===== src/rtl/word_serializer_pkg.sv =====
// Shared types and helpers for the word serializer.
// The state enum and the counter-width helper live here so a bench or wrapper can import them.
package word_serializer_pkg;

  typedef enum logic {
    IDLE  = 1'b0,
    SHIFT = 1'b1
  } ser_state_t;

  // Word-index counter width; a single-word block still needs one bit.
  function automatic int clog2_min1(input int n);
    return (n <= 1) ? 1 : $clog2(n);
  endfunction

endpackage


===== src/rtl/word_serializer.sv =====
// Parallel-to-serial word serializer: one DEPTH-word block in, one word per cycle out.
// Build macro WORD_SERIALIZER_MSB_FIRST_EN emits word DEPTH-1 first instead of word 0.
module word_serializer
  import word_serializer_pkg::*;
#(
  parameter int BITWIDTH = 32,
  parameter int DEPTH    = 8
) (
  input  logic                      iClk,
  input  logic                      iRstN,
  input  logic                      iClr,
  input  logic                      iLoadValid,
  output logic                      oLoadReady,
  input  logic [BITWIDTH*DEPTH-1:0] iLoadData,
  output logic                      oValid,
  input  logic                      iReady,
  output logic [BITWIDTH-1:0]       oData,
  output logic                      oLast,
  output logic                      oBusy
);

  localparam int            CW       = clog2_min1(DEPTH);
  localparam logic [CW-1:0] LAST_CNT = CW'(DEPTH - 1);

  ser_state_t          r_state;
  logic [CW-1:0]       r_cnt;
  logic [BITWIDTH-1:0] r_mem [DEPTH];

  logic          w_shift;
  logic          w_at_last;
  logic          w_load;
  logic [CW-1:0] w_idx;

  // Handshakes: a load happens on iLoadValid && oLoadReady at a rising edge;
  // a word transfers on oValid && iReady. Nothing moves on either side otherwise.
  assign w_shift    = (r_state == SHIFT);
  assign w_at_last  = (r_cnt == LAST_CNT);
  assign oLoadReady = !w_shift || (w_at_last && iReady);
  assign w_load     = iLoadValid && oLoadReady;

`ifdef WORD_SERIALIZER_MSB_FIRST_EN
  assign w_idx = LAST_CNT - r_cnt;
`else
  assign w_idx = r_cnt;
`endif

  // Outputs come straight from state, counter and storage; iReady never reaches oData.
  assign oValid = w_shift;
  assign oBusy  = w_shift;
  assign oLast  = w_shift && w_at_last;
  assign oData  = w_shift ? r_mem[w_idx] : '0;

  always_ff @(posedge iClk or negedge iRstN) begin
    if (!iRstN) begin
      r_state <= IDLE;
      r_cnt   <= '0;
      for (int k = 0; k < DEPTH; k++) r_mem[k] <= '0;
    end else if (iClr) begin
      // Clear wins over any load or transfer in the same cycle.
      r_state <= IDLE;
      r_cnt   <= '0;
      for (int k = 0; k < DEPTH; k++) r_mem[k] <= '0;
    end else begin
      case (r_state)
        IDLE: begin
          if (w_load) begin
            r_state <= SHIFT;
            r_cnt   <= '0;
            for (int k = 0; k < DEPTH; k++)
              r_mem[k] <= iLoadData[k*BITWIDTH +: BITWIDTH];
          end
        end
        SHIFT: begin
          if (iReady) begin
            if (!w_at_last) begin
              r_cnt <= r_cnt + CW'(1);
            end else if (w_load) begin
              // Last word leaves while the next block lands: no bubble.
              r_cnt <= '0;
              for (int k = 0; k < DEPTH; k++)
                r_mem[k] <= iLoadData[k*BITWIDTH +: BITWIDTH];
            end else begin
              r_state <= IDLE;
              r_cnt   <= '0;
            end
          end
        end
        default: begin
          r_state <= IDLE;
          r_cnt   <= '0;
        end
      endcase
    end
  end

endmodule

===== config.mk =====
export PLATFORM = sky130hd
export DESIGN_NAME = word_serializer
export DESIGN_NICKNAME = d
export VERILOG_FILES = /design/src/rtl/word_serializer_pkg.sv /design/src/rtl/word_serializer.sv
export SDC_FILE = /design/constraint.sdc
export NUM_CORES = 1
export LEC_CHECK = 0
export ABC_AREA = 1
export CORE_AREA = 2 2 206 127
export DETAILED_ROUTE_END_ITERATION = 7
export DIE_AREA = 0 0 208 129
export PLACE_DENSITY = 0.85
export SETUP_SLACK_MARGIN = 0.5
export SLEW_MARGIN = 20
export SYNTH_ARGS = -nofsm -noshare
export SYNTH_HDL_FRONTEND = slang
export SYNTH_SLANG_ARGS = --single-unit

===== constraint.sdc =====
create_clock -name iClk -period 3.46 [get_ports iClk]
set_input_delay 0.692 -clock iClk [delete_from_list [all_inputs] [get_ports iClk]]
set_output_delay 0.692 -clock iClk [all_outputs]
set_load 0.01 [all_outputs]

==> qor.yml <==
layout:
  drive_above_1_share: 0.04494
  finalNetCount: 2470
  final_cell_area_um2: 17460
  areaGrowthSynthToFinish_pct: 29.62
  n_antenna_cell: 0
  fillers: 2074
global_route:
  grt_usage: 0.2993
  grt_overflow_total: 0
  grt_max_degree: 141
  grt_pass1_vias: 12510
  grt_pass1_wl_mm: 63.81
  antenna_found_initial: 0
clocking:
  clock_sink_count: 260
  holdBufCountCts: 0
  cts_tree: "built"
  clk_latency_ns: 0.53
  cts_buffer_depth: 3
  cts_inserted_buffers: 24
  clk_pin_slew_ns: 0.07
  clock-root-buffer: "clkbuf_16"
  h-tree-depth: 1
power_and_ir_drop:
  pwr-share-comb: 0.167
  intPower_uw: 5431
  power_frac_seq: 0.449
  power_density_nw_per_um2: 425.2
  swShare: 0.2686
  ir_worst_vdd_mv: 0.2945
  leakagePower_uw: 0.009573
  p_clk_frac: 0.384
  power.net_switching_uw: 1994
  total_power_uw: 7425
sta:
  worst_slew_pin_slew_ns: 0.7534
  fin_ws_ns: 0.2096
  fin_crit_sh: 0.9394
  rsz0062_at_grt: "true"
  finClkSkew_ns: 0.007865
  setup_viol: 0
  finalSetupTns_ns: 0
  finalHoldViolCount: 0
  timing.fmax_mhz: 307.7
  fin_crit_ns: 3.250
  slew_violations: 0
  slew_headroom: 0.4977
setup_path:
  cp-start-kind: "flip-flop"
  startpoint: "r_cnt[0]$_DFFE_PN0P_"
  crit_chain: "clkinv_16 > buf_12 > nand2_1 > nand3_1 > nand2_1 > nor2_1 > nor2_1 > clkdlybuf4s50_1"
  path_class: "reg -> out"
  crit_arrival_ns: 2.56
  critPathSlowestCell: "dfrtp_4"
  rrSetupSlack_ns: 0.88
  reg2reg_to: "r_mem[215]$_DFFE_PN0P_"
  crit_fanout: 38
  r2r_cells: 10
  endpoint: "oData[29]"
  cp.required_ns: 2.77
  critical-path-max-stage-delay_ns: 0.57
  end_kind: "output port"
  timing.rr.start: "r_cnt[0]$_DFFE_PN0P_"
synth:
  ys_seq_area_frac: 0.4829
  syn_inst: 1964
  yosysTopAreaCellShare: 0.4829
  synth_fp_nets: 2227
  synth.avg_cell_area_um2: 6.860
  yosys.area.top_type: "dfrtp_1"
  syn_area_um2: 13470
  synth_cell_types: 19
  ys_ff_latch: 260
  synth_area_leaders: "dfrtp_1, nand2_1, inv_1"
  yosysWarningCount: 0
placed_design:
  gp_congestion: 0.9379
  dp_hpwl_mm: 27.47
  dp_slack_ns: 0.1119
  portBuffers: 296
  place_area_um2: 16410
floorplan:
  dieHeight_um: 129
  start_util: 0.5414
  core_area_um2: 24890
  die_w_um: 208
  die_area_um2: 26830
  pin_count: 297
  rows: 45
min_path:
  hold_class: "in -> async"
routing:
  drtIter0Drc: 1233
  vias: 12930
  final_antenna_net_count: 0
  drc_errors: 0
  avgRoutedWirePerCell_um: 16.08
  drt-total-wl_mm: 41.06
  via_per_inst: 5.063
  drt_pre_antenna_iters: 5
run_status:
  status: "complete, no violations"
run:
  max_cap_violations: 0
-- placed cells by master, fill, tap and decap left out, types with 2 or more instances in the layout --
cell | synthesis | final
buf_12 | 0 | 10
buf_4 | 2 | 12
buf_6 | 18 | 3
buf_8 | 0 | 3
bufinv_16 | 0 | 4
clkbuf_1 | 17 | 3
clkbuf_16 | 0 | 26
clkbuf_2 | 0 | 8
clkbuf_8 | 10 | 2
clkdlybuf4s50_1 | 0 | 269
clkinv_2 | 0 | 9
dfrtp_1 | 260 | 256
dfrtp_4 | 0 | 3
dlygate4sd2_1 | 0 | 2
dlymetal6s2s_1 | 0 | 16
ha_1 | 2 | 2
inv_1 | 261 | 259
nand2_1 | 1093 | 1093
nand3_1 | 162 | 162
nor2_1 | 67 | 57
nor2_2 | 0 | 10
o21ai_0 | 3 | 3
-- worst max-delay path: cells and delay by family, from the launching register on --
family | cells | cell delay [ns]
buffers and inverters | 3 | 0.89
DFF | 1 | 0.57
and+or+nand+nor | 5 | 0.54
-- metal layers --
metal | up-vias | wire (µm) | global-route usage | part of all wire
li1 | 6236 | - | - | -
met1 | 6029 | 17430 | 0.4007 | 0.42
met2 | 570 | 18980 | 0.4978 | 0.46
met3 | 97 | 3163 | 0.05443 | 0.077
met4 | 0 | 1487 | 0.1026 | 0.036
met5 | - | 0 | 0 | 0
-- stage by stage --
step | std cells | utilization | hold WS, ns
finish | 2554 | 0.7017 | 0.1787
global route | 2554 | 0.7017 | 0.2405
CTS | 2547 | 0.6965 | 0.2222
detailed placement | 2499 | 0.6594 | 0.4582
global placement | 2499 | 0.6594 | 0.4532
floorplan | 1964 | - | 0.3964
-- cell usage after synthesis --
library cell  number
a21oi_4            1
a21oi_1            1
dfrtp_1          260
buf_6             18
nor2_4             1
nand2_4            1
buf_4              2
nand3_1          162
clkbuf_1          17
o21ai_0            3
buf_1              6
buf_2             57
inv_1            261
nor3_1             1
nand2_1         1093
nor2_1            67
nand4_1            1
clkbuf_8          10
ha_1               2
-- timing repair --
action,4_1_cts,5_1_grt
setup buffers,4,3
resized for setup,29,42
pin swaps,0,5
setup endpoints to repair,34,34
cloned,0,4
-- state kept, by name (all words and copies together) (netlist names) --
name / count
r_mem: 256
oBusy: 1
r_cnt: 3
-- cell families (layout without fill, tap and decap cells) --
group / Yosys count / count (layout) / synth area share
flops: 260 / 260 / 0.4829
compound gates: 5 / 5 / 0.002693
fa+ha+maj: 2 / 2 / 0.001857
simple gates: 1326 / 1326 / 0.3859
buf+inv: 371 / 632 / 0.1267
-- power groups by stage --
stage	logic [µW]	registers [µW]	clock network (µW)
floorplan	634	3340	0
global placement	1160	3380	0
detailed placement	1180	3390	0
CTS	1210	3330	2870
global route	1370	3350	3000
finish	1240	3330	2850
-- cell type report --
class / count / area [µm²] / share of cell area
clock inverter: 14 / 172.7 / 0.009888
clock buffer: 30 / 664.4 / 0.03805
multi-input combinational: 1333 / 5285 / 0.3026
sequential: 260 / 6519 / 0.3733
inverter: 261 / 1011 / 0.05789
timing repair inverter: 2 / 27.53 / 0.001576
tap: 329 / 411.6 / 0.02357
timing repair buffer: 325 / 3372 / 0.1931
-- worst min-delay path by stage --
stage / endpoint / slack [ns] / startpoint / cells after the start
floorplan: oBusy$_DFF_PN0_ / 0.40 / iRstN / 0
global placement: r_mem[116]$_DFFE_PN0P_ / 0.45 / r_mem[116]$_DFFE_PN0P_ / 2
CTS: r_mem[34]$_DFFE_PN0P_ / 0.22 / iRstN / 1
global route: r_mem[33]$_DFFE_PN0P_ / 0.24 / iRstN / 1
finish: r_mem[33]$_DFFE_PN0P_ / 0.18 / iRstN / 1
detailed placement: r_mem[184]$_DFFE_PN0P_ / 0.46 / r_mem[184]$_DFFE_PN0P_ / 2
Note: power is estimated with default switching activity, not from simulation.
